`src/rtl/sap1_pkg.sv`:
```
// Shared types and helpers for the SAP-1 memory subsystem: loader FSM states
// and the SRAM depth function.
package sap1_pkg;

  typedef enum logic [2:0] {
    IDLE,
    SETUP,
    WRITE,
    HOLD,
    VERIFY,
    NEXT,
    DONE
  } loader_state_e;

  function automatic int unsigned depth(input int unsigned aw);
    return 32'd1 << aw;
  endfunction

endpackage

```
`src/rtl/sram_addr_counter.sv`:
```
// Modulo-depth SRAM address counter with synchronous clear, increment and a
// flag marking the final address of the array.
module sram_addr_counter
  import sap1_pkg::*;
#(
  parameter int ADDR_WIDTH = 4
) (
  input  logic                  clk,
  input  logic                  rst_bar,
  input  logic                  clr,
  input  logic                  inc,
  output logic [ADDR_WIDTH-1:0] cnt,
  output logic                  last
);

  logic [ADDR_WIDTH-1:0] cnt_q, cnt_d;

  always_comb begin
    cnt_d = cnt_q;
    if (clr) begin
      cnt_d = '0;
    end else if (inc) begin
      cnt_d = cnt_q + ADDR_WIDTH'(1);
    end
  end

  always_ff @(posedge clk or negedge rst_bar) begin
    if (!rst_bar) begin
      cnt_q <= '0;
    end else begin
      cnt_q <= cnt_d;
    end
  end

  assign cnt  = cnt_q;
  assign last = (cnt_q == ADDR_WIDTH'(depth(ADDR_WIDTH) - 1));

endmodule

```
`src/rtl/sram_loader.sv`:
```
// Programming-side SRAM initiator: writes handshaked bytes to consecutive
// addresses with read-back verify, and yields the SRAM port to the CPU in run mode.
module sram_loader
  import sap1_pkg::*;
#(
  parameter int ADDR_WIDTH      = 4,
  parameter int DATA_WIDTH      = 8,
  parameter int WE_PULSE_CYCLES = 1
) (
  input  logic                  clk,
  input  logic                  rst_bar,
  input  logic                  run_not_prog,
  input  logic                  load_valid,
  input  logic [DATA_WIDTH-1:0] load_data,
  output logic                  load_ready,
  output logic                  done,
  output logic                  verify_err,
  output logic [ADDR_WIDTH-1:0] err_addr,
  input  logic [ADDR_WIDTH-1:0] cpu_addr,
  input  logic                  cpu_ce_bar,
  output logic [DATA_WIDTH-1:0] cpu_rd_data,
  output logic                  ce_bar,
  output logic                  we_bar,
  output logic [ADDR_WIDTH-1:0] addr,
  output logic [DATA_WIDTH-1:0] wr_data,
  input  logic [DATA_WIDTH-1:0] rd_data
);

  localparam int PW = (WE_PULSE_CYCLES > 1) ? $clog2(WE_PULSE_CYCLES) : 1;

  loader_state_e         state_q, state_d;
  logic                  run_q, run_d;
  logic                  done_q, done_d;
  logic                  err_q, err_d;
  logic [ADDR_WIDTH-1:0] err_addr_q, err_addr_d;
  logic [DATA_WIDTH-1:0] wr_data_q, wr_data_d;
  logic [PW-1:0]         pulse_q, pulse_d;

  logic                  rearm;
  logic                  accept;
  logic                  pulse_last;
  logic                  cnt_inc;
  logic [ADDR_WIDTH-1:0] cnt;
  logic                  cnt_last;

  assign rearm      = run_q & ~run_not_prog;
  assign accept     = load_valid & load_ready;
  assign pulse_last = (pulse_q == PW'(WE_PULSE_CYCLES - 1));
  assign cnt_inc    = ~run_not_prog & (state_q == NEXT);

  sram_addr_counter #(.ADDR_WIDTH(ADDR_WIDTH)) u_addr_counter (
    .clk     (clk),
    .rst_bar (rst_bar),
    .clr     (rearm),
    .inc     (cnt_inc),
    .cnt     (cnt),
    .last    (cnt_last)
  );

  always_ff @(posedge clk or negedge rst_bar) begin
    if (!rst_bar) begin
      state_q <= IDLE;
    end else begin
      state_q <= state_d;
    end
  end

  always_comb begin
    state_d = state_q;
    if (run_not_prog || rearm) begin
      state_d = IDLE;
    end else begin
      case (state_q)
        IDLE:    if (accept) state_d = SETUP;
        SETUP:   state_d = WRITE;
        WRITE:   if (pulse_last) state_d = HOLD;
        HOLD:    state_d = VERIFY;
        VERIFY:  state_d = NEXT;
        NEXT:    state_d = cnt_last ? DONE : IDLE;
        DONE:    state_d = DONE;
        default: state_d = IDLE;
      endcase
    end
  end

  // Run mode owns the SRAM port combinationally so a mode switch cuts any write pulse at once.
  always_comb begin
    load_ready = 1'b0;
    ce_bar     = 1'b1;
    we_bar     = 1'b1;
    addr       = cnt;
    wr_data    = wr_data_q;
    if (run_not_prog) begin
      addr   = cpu_addr;
      ce_bar = cpu_ce_bar;
    end else begin
      load_ready = (state_q == IDLE) && !done_q && !rearm;
      ce_bar     = !(state_q inside {SETUP, WRITE, HOLD, VERIFY});
      we_bar     = (state_q != WRITE);
    end
    if (!rst_bar) begin
      load_ready = 1'b0;
      ce_bar     = 1'b1;
      we_bar     = 1'b1;
    end
  end

  always_comb begin
    run_d      = run_not_prog;
    wr_data_d  = accept ? load_data : wr_data_q;
    pulse_d    = (state_q == WRITE) ? pulse_q + PW'(1) : '0;
    done_d     = done_q;
    err_d      = err_q;
    err_addr_d = err_addr_q;
    if (rearm) begin
      done_d     = 1'b0;
      err_d      = 1'b0;
      err_addr_d = '0;
    end else if (!run_not_prog) begin
      if (state_q == NEXT && cnt_last) begin
        done_d = 1'b1;
      end
      // Only the first mismatch address is kept; later ones just keep the sticky flag set.
      if (state_q == VERIFY && rd_data != wr_data_q) begin
        err_d = 1'b1;
        if (!err_q) begin
          err_addr_d = cnt;
        end
      end
    end
  end

  always_ff @(posedge clk or negedge rst_bar) begin
    if (!rst_bar) begin
      run_q      <= 1'b0;
      wr_data_q  <= '0;
      pulse_q    <= '0;
      done_q     <= 1'b0;
      err_q      <= 1'b0;
      err_addr_q <= '0;
    end else begin
      run_q      <= run_d;
      wr_data_q  <= wr_data_d;
      pulse_q    <= pulse_d;
      done_q     <= done_d;
      err_q      <= err_d;
      err_addr_q <= err_addr_d;
    end
  end

  assign done        = done_q;
  assign verify_err  = err_q;
  assign err_addr    = err_addr_q;
  assign cpu_rd_data = rd_data;

endmodule

```
`config.mk`:
```
export PLATFORM = sky130hd
export DESIGN_NAME = sram_loader
export DESIGN_NICKNAME = d
export VERILOG_FILES = /design/src/rtl/sap1_pkg.sv /design/src/rtl/sram_addr_counter.sv /design/src/rtl/sram_loader.sv
export SDC_FILE = /design/constraint.sdc
export NUM_CORES = 1
export LEC_CHECK = 0
export CAP_MARGIN = 20
export CELL_PAD_IN_SITES_DETAIL_PLACEMENT = 0
export CELL_PAD_IN_SITES_GLOBAL_PLACEMENT = 1
export CORE_UTILIZATION = 35
export DETAILED_ROUTE_END_ITERATION = 6
export PLACE_DENSITY = 0.93
export REMOVE_ABC_BUFFERS = 1
export SYNTH_ARGS = -nofsm -noshare
export SYNTH_HDL_FRONTEND = slang
export SYNTH_SLANG_ARGS = --single-unit
```
`constraint.sdc`:
```
create_clock -name clk -period 4.5 [get_ports clk]
set_input_delay 1.125 -clock clk [delete_from_list [all_inputs] [get_ports clk]]
set_output_delay 1.125 -clock clk [all_outputs]
set_load 0.03 [all_outputs]
```
Yosys cells after proc, flatten, opt, wreduce, memory -nomap -nowiden
Index checks and enable logic that the tools add are counted.

Input port bits: 25. Output and inout port bits: 29. Register bits: 23.

Muxes and demuxes: 25. Reductions and logical operators: 17. Equal/unequal tests: 13. $add $sub $neg: 2. Bitwise gates (word level): 4.

Operator list (number): 2-to-1 mux 4 bit (7); one-hot mux 3 bit (7 select lines) (1); 2-to-1 mux 1 bit (13); 2-to-1 mux 3 bit (4); equality test 3 bit (second input constant) (3); != test 8 bit (1); equality test 3 x 2 -> 1 bit (second input constant) (2); != test 3 bit (second input constant) (2); AND reduction 2 bit (3); nonzero test 2 bit (3); adder 4 x 1 -> 4 bit (second input constant) (1); equality test 4 bit (second input constant) (1); logical AND 1 bit (4); != test 2 x 1 -> 1 bit (second input constant) (2); nonzero test 4 bit (1); bitwise AND 1 bit (3); equality test 3 x 1 -> 1 bit (second input constant) (1); zero test 1 bit (3); zero test 3 bit (1); != test 3 x 2 -> 1 bit (second input constant) (1); AND reduction 3 bit (1); adder 1 bit (second input constant) (1); logical OR 1 bit (1); NOT 1 bit (1).

Logic depth before layout (Yosys ltp)
Gate-level depths: netlist (run 1).

Depth in word-level cells: 10. Gate-level depth with buffers: 5. Gate-level depth less buffers: 4.

By module
A second synthesis (run 1) with hierarchy kept.

Cell total of the unflattened synthesis: 115. Area, all modules: 1290.0 um2.

By module, submodules not included: sram_loader (times used 1, cells each 98, area an instance 1091.0 um2, seq. area each 475.5 um2); sram_addr_counter (times used 1, cells each 17, area an instance 198.9 um2, seq. area each 100.1 um2).

Least setup slack after synthesis (run 1)
No wires, ideal clock.

Path type: input to output. Start: input port run_not_prog. End: output port addr[2]. Required time: 3.375 ns. Path buffers: 2. Arrival time: 2.121 ns. Stages: 3. Slack: 1.254 ns. Path through: buf_6 -> buf_2 -> o21ai_0.

Word-level cells in the longest chain between the ends: 1.

RTL lines: from (decl) (RTL line sram_loader.sv:12) `input logic run_not_prog,`; 2-to-1 mux 4 bit (RTL line sram_loader.sv:93) `if (run_not_prog) begin`; to (decl) (RTL line sram_loader.sv:24) `output logic [ADDR_WIDTH-1:0] addr,`.

Every way passes these cells.

Final worst setup path (run 1)
Start: input port run_not_prog. End: output port addr[3].

Same word-level chain as after synthesis.

==> key figures, run 1 <==
STA
  • Final WS setup: about 0.48 ns
  • Final hold viol count: 0
  • Final worst-path cycle share: between 80% and 90%
  • Post-layout minimum cycle time: around 4 ns
  • # setup viols final: 0
  • TNS Setup: 0 ns
  • Max Fclk: 0.249 GHz
  • Setup Skew: 0.00193 ns
  • Max Slew Vio Count: 0
  • Worst-margin pin slew: approximately 0.42 ns
  • RSZ-0062 raised after global routing: no
  • WHS: 0.508 ns
  • Rel. slew slack: 71.6%

Pwr
  • Sequential power share: about 43%
  • Int Power: around 0.4 mW
  • Max IR drop VDD: between 0.1 and 0.15 mV
  • P_leak: 0.816 nW
  • Pwr dens: between 300 and 400 nW/um^2
  • P_sw: about 0.19 mW
  • Share of total power in the clock network: 21.5%
  • Sw Share: 32.2%
  • Comb pwr share: a little over a third

Clocking
  • H-tree Lvls: 1
  • Num CTS Buffers: 3
  • Clock Tree Buf Depth: 2
  • Clk_lat worst skew: about 0.26 ns
  • Post-CTS sizing: 0
  • Sink Count: 23
  • # hold bufs at CTS: 0
  • Worst-path clk slew: about 0.08 ns
  • Post-CTS Setup Bufs: 0
  • Root Driver: clkbuf_8
  • CTS tree: built

Die
  • I/O Pins: 54
  • Die width: 64.7 um
  • Die Span Y: ~65 um
  • Site Rows: 22
  • Core Area: between 3000 and 4000 um^2
  • Initial Utilization: between 30 and 40%
  • Die area: between 4000 and 5000 um^2

Synth
  • Synthesized cell area: 1380 um^2
  • Cells after Synth: 127
  • Yosys cell types: 35
  • Synth Register Bits: 23
  • Post-synthesis sequential area ratio: 41.9%
  • Synthesis warning total: 0
  • Synthesized area per cell: 10.8 um^2

Worst setup path
  • Worst Setup End Kind: primary output
  • CP max FO: 18
  • Crit-path cells: clkdlybuf4s50_1 -> buf_4 -> mux2_2 -> clkdlybuf4s50_1
  • WP data arrival: around 2.9 ns
  • Worst-case reg-to-reg path depth: 4
  • Crit Reg-Reg Startpoint: state_q[2]
  • Reg2reg setup slack: ~2.9 ns
  • Max incr delay on CP: around 0.59 ns
  • Slowest cell on crit path: clkdlybuf4s50_1
  • Worst path most repeated cell: clkdlybuf4s50_1
  • Worst R2R End: err_addr[2]
  • Critical Path RT: roughly 3.4 ns
  • WS Path Type: in2out
  • Crit start category: input pin

Routing
  • Residual DRC: 0
  • Drt via density: 4.90
  • Wirelength per Cell: between 10 and 15 um
  • DR vias: between 1000 and 1500
  • Routed Wire Length: between 2000 and 3000 um
  • DRT iter0 DRCs: 35
  • DRT antenna net count: 0
  • DR pass1 iterations: 4

Placement
  • Port buffer count: 53
  • Place WS: between 0.4 and 0.5 ns
  • RD Place Congestion: 0.751
  • Post-DP HPWL: ~2200 um

Layout
  • Final-stage net count: 200
  • Area growth syn-to-layout: 40.3%
  • Diode count: 0
  • Layout cells sized above 1: 13.9%

Min path
  • WHS Endpoint: verify_err
  • Hold Path Stages: 1
  • Hold path start: verify_err
  • Worst hold-check path type: reg2reg

Global routing
  • All-Layer GR Usage: ~15%
  • Antenna violations before repair: 0
  • Grt total ovfl: 0
  • First-pass GRT wire length: about 4900 um
  • Vias in the first global route: about 1000
  • Largest net degree at the start of global routing: 19

Status
  • Outcome: finished clean

Run
  • Max_cap viols: 0
## power groups by stage
stage / combinational, mW / clock [mW] / sequential [mW]
6_report: 0.208 / 0.126 / 0.253
5_1_grt: 0.222 / 0.140 / 0.257
4_1_cts: 0.210 / 0.129 / 0.254
3_5_place_dp: 0.208 / 0 / 0.258
3_3_place_gp: 0.207 / 0 / 0.256
2_1_floorplan: 0.0729 / 0 / 0.290
## per-stage QoR
step	util, %	power [mW]	instances	area, um^2
after detailed placement	50.7	0.466	217	1880
after global routing	51.9	0.620	221	1930
final	51.9	0.588	221	1930
after global placement	50.7	0.463	217	1880
after floorplan	-	0.363	113	1270
after CTS	51.9	0.593	221	1930
## kinds of logic (layout without fill, tap and decap cells)
logic type | Yosys count | count (layout) | synth area share, %
AND/OR/NAND/NOR | 44 | 44 | 19.3
flip-flops | 23 | 23 | 41.9
multiplexers | 18 | 18 | 16.4
AO/OA/AOI/OAI | 17 | 17 | 8.01
buffers and inverters | 15 | 61 | 7.82
XOR/XNOR | 9 | 9 | 5.73
adder cells (fa/ha/maj) | 1 | 1 | 0.910
## placed cells by master (no fill, tap or decap)
| master | count |
|---|---|
| a211oi_1 | 1 |
| a21boi_0 | 1 |
| a21oi_1 | 3 |
| a21oi_4 | 1 |
| a22oi_1 | 1 |
| a31oi_1 | 1 |
| and3_1 | 3 |
| and3b_1 | 1 |
| buf_4 | 3 |
| clkbuf_1 | 1 |
| clkbuf_8 | 3 |
| clkdlybuf4s50_1 | 53 |
| dfrtp_1 | 23 |
| ha_1 | 1 |
| inv_1 | 1 |
| mux2_2 | 4 |
| mux2_4 | 8 |
| mux2i_1 | 6 |
| nand2_1 | 16 |
| nand2_4 | 1 |
| nand2b_1 | 4 |
| nand3_1 | 1 |
| nand3b_1 | 1 |
| nand4_1 | 2 |
| nor2_1 | 7 |
| nor3_1 | 2 |
| nor4_2 | 2 |
| nor4_4 | 1 |
| nor4b_2 | 1 |
| o21a_1 | 2 |
| o21ai_0 | 3 |
| o21ai_1 | 4 |
| or3b_1 | 1 |
| or4b_1 | 1 |
| xor2_1 | 9 |
## layout make-up
cell class	instances	area [um^2]
well taps	48	60.1
repair buffers	56	553
flip-flops and latches	23	576
inverters	1	3.75
fillers	347	1790
clock buffers	4	45.0
multi-input cells	89	692
## sequential cells by signal, indices dropped and copies added, names as in the netlist
name / cells
run_q: 1
err_addr: 4
verify_err: 1
wr_data: 8
u_addr_counter.cnt: 4
done: 1
state_q: 3
pulse_q: 1
## worst max path at each step
stage	to	startpoint	depth (start not counted)
final	addr[3]	run_not_prog	4
after global routing	addr[1]	run_not_prog	4
after CTS	addr[3]	run_not_prog	4
after detailed placement	addr[3]	run_not_prog	4
after global placement	addr[3]	run_not_prog	4
after floorplan	load_ready	run_not_prog	2
## synth_stat cells (all sizes together)
| library cell | n | area (um^2) |
|---|---|---|
| inv | 1 | 3.75 |
| nand4 | 2 | 12.5 |
| a211oi | 1 | 7.51 |
| ha | 1 | 12.5 |
| nand2 | 17 | 71.3 |
| a22oi | 1 | 7.51 |
| o21ai | 7 | 35.0 |
| or3b | 1 | 8.76 |
| a21oi | 4 | 31.3 |
| buf | 14 | 104 |
| or4b | 1 | 10.0 |
| a21boi | 1 | 7.51 |
| nand2b | 4 | 25.0 |
| and3b | 1 | 8.76 |
| mux2 | 12 | 165 |
| and3 | 3 | 18.8 |
| nand3b | 1 | 7.51 |
| a31oi | 1 | 6.26 |
| nor3 | 2 | 10.0 |
| dfrtp | 23 | 576 |
| xor2 | 9 | 78.8 |
| o21a | 2 | 15.0 |
| nor4b | 1 | 15.0 |
| mux2i | 6 | 60.1 |
| nor4 | 3 | 46.3 |
| nor2 | 7 | 26.3 |
| nand3 | 1 | 5.00 |
## critical path: cells and delay by family
kind	cells	cell delay [ns]
buffers and inverters	3	1.40
multiplexers	1	0.35
## routing by layer
| layer | track usage (%) | wire length, um | vias up | share of wire (%) |
|---|---|---|---|---|
| li1 | - | - | 524 | - |
| met1 | 19.6 | 1290 | 504 | 45 |
| met2 | 25.0 | 1360 | 50 | 47 |
| met3 | 2.82 | 202 | 4 | 7.0 |
| met4 | 4.17 | 26 | 0 | 0.90 |
| met5 | 0 | 0 | - | 0 |
No activity file was read; power rests on OpenSTA's default activity.
==> run 2, diff against run 1 <==
Settings changed: SETUP_SLACK_MARGIN set to 0.5.
==> run 2 against run 1 <==
  * Non-clock buffer count unchanged
  * Fmax up 2.0%
  * Power shrank 0.39%
  * Wire length is 0.14% higher
  * Clock-buffer cell count unchanged
  * Die area unchanged
  * Sequential power barely moved
  * Final cell count unchanged
  * Sequential share of layout area is essentially flat
==> key figures, run 2 (same netlist as run 1, synthesis figures left out) <==
Status
  • Outcome: finished clean

Routing
  • DRT antenna net count: 0
  • DR vias: ~1100
  • Drt via density: 4.90
  • Residual DRC: 0
  • Wirelength per Cell: about 13 um
  • Routed Wire Length: between 2000 and 3000 um
  • DR pass1 iterations: 4
  • DRT iter0 DRCs: 35

STA
  • Rel. slew slack: ~72%
  • Max Fclk: ~0.25 GHz
  • Setup Skew: about 0.0019 ns
  • Worst-margin pin slew: between 0.4 and 0.5 ns
  • Final worst-path cycle share: 87.5%
  • WHS: between 0.5 and 0.6 ns
  • Final hold viol count: 0
  • # setup viols final: 0
  • Max Slew Vio Count: 0
  • TNS Setup: 0 ns
  • RSZ-0062 raised after global routing: no
  • Final WS setup: about 0.56 ns
  • Post-layout minimum cycle time: 3.94 ns

Worst setup path
  • WS Path Type: in2out
  • CP top delay family: buffers and inverters
  • Worst path most repeated cell: clkdlybuf4s50_1
  • WP data arrival: approximately 2.8 ns
  • Buf/Inv on CP: 3
  • Crit start category: input pin
  • Crit-path cells: clkdlybuf4s50_1 -> buf_4 -> mux2i_1 -> nand2_1 -> clkdlybuf4s50_1
  • Worst Setup End Kind: primary output
  • Max incr delay on CP: around 0.58 ns
  • Slowest cell on crit path: clkdlybuf4s50_1
  • CP max FO: 18
  • Critical Path RT: 3.38 ns

Placement
  • RD Place Congestion: roughly 0.75
  • Port buffer count: between 50 and 60
  • Place WS: roughly 0.49 ns
  • Post-DP HPWL: 2240 um

Min path
  • Worst hold-check path type: reg2reg

Clocking
  • Post-CTS Setup Bufs: 0
  • Clock Tree Buf Depth: 2
  • Num CTS Buffers: 3
  • # hold bufs at CTS: 0
  • CTS tree: built
  • Root Driver: clkbuf_8
  • Worst-path clk slew: approximately 0.080 ns
  • Sink Count: 23
  • Clk_lat worst skew: approximately 0.26 ns
  • H-tree Lvls: 1

Layout
  • Max FFs per register: 8
  • Layout cells sized above 1: between 10% and 20%
  • Area growth syn-to-layout: 40.2%
  • Commonest non-fill, non-tap cell in the layout: clkdlybuf4s50_1
  • Diode count: 0
  • Commonest non-fill, non-tap cells in the layout: 49 x clkdlybuf4s50_1, 23 x dfrtp_1, 16 x nand2_1, 9 x xor2_1, 8 x mux2_4
  • Final-stage net count: 200

Run
  • Max_cap viols: 0

Pwr
  • Max IR drop VDD: 0.107 mV
  • Pwr dens: just over 300 nW/um^2
  • P_leak: between 0.8 and 0.9 nW

Global routing
  • Grt total ovfl: 0
  • Antenna violations before repair: 0
  • First-pass GRT wire length: between 4000 and 5000 um
  • Largest net degree at the start of global routing: 19
  • All-Layer GR Usage: 15.0%
  • Vias in the first global route: just over 1000

Die
  • Site Rows: 22
  • Die area: between 4000 and 5000 um^2
  • Die width: around 65 um
  • Die Span Y: ~65 um
  • Initial Utilization: about 37%
  • I/O Pins: between 50 and 60
  • Core Area: 3720 um^2
run 2: path summary, 6_finish.rpt:
check,start,slack (ns),cells after the start,endpoint
max,run_not_prog,0.56,5,ce_bar
min,verify_err,0.51,1,verify_err
max reg2reg,state_q[2],2.93,4,err_addr[2]
min reg2reg,verify_err,0.51,1,verify_err
max in group asynchronous,rst_bar,3.02,2,wr_data[5]
min in group asynchronous,rst_bar,1.23,2,state_q[0]
run 2: what timing repair did:
| item | CTS | global route |
|---|---|---|
| hold endpoints to repair | 0 | 0 |
| endpoints found under the setup margin | 3 | 1 |
| pin swaps | 0 | 0 |
| gates resized for setup | 3 | 1 |
run 2: power by group:
group | internal [mW] | total (mW) | switching [mW]
logic | 0.104 | 0.206 | 0.101
registers | 0.228 | 0.253 | 0.0250
clock network | 0.0631 | 0.126 | 0.0632
total | 0.396 | 0.585 | 0.189
run 2: area by class of cell:
class                   instances  area, um^2
fillers                       351        1790
multi-input cells              89         692
flip-flops and latches         23         576
repair buffers                 56         552
well taps                      48        60.1
clock buffers                   4        45.0
inverters                       1        3.75
run 2: routing by layer:
layer	part of all wire [%]	GRT usage, %	wire length, um
met1	45	19.6	1290
met2	47	25.1	1360
met5	0	0	0
met4	0.90	4.17	26
met3	7.0	2.82	201
run 2: worst register-to-register path: cells and delay by family (launching register included):
| kind | cells | cell delay, ns |
|---|---|---|
| simple gates | 2 | 0.46 |
| flops | 1 | 0.59 |
| compound gates | 1 | 0.22 |
| mux | 1 | 0.22 |
run 2: stage by stage:
step	total power [mW]	cell area (um^2)	instances	utilization, %
finish	0.585	1930	221	51.9
global route	0.618	1930	221	51.9
CTS	0.591	1930	221	51.8
detailed placement	0.466	1880	217	50.7
global placement	0.463	1880	217	50.7
floorplan	0.363	1270	113	-
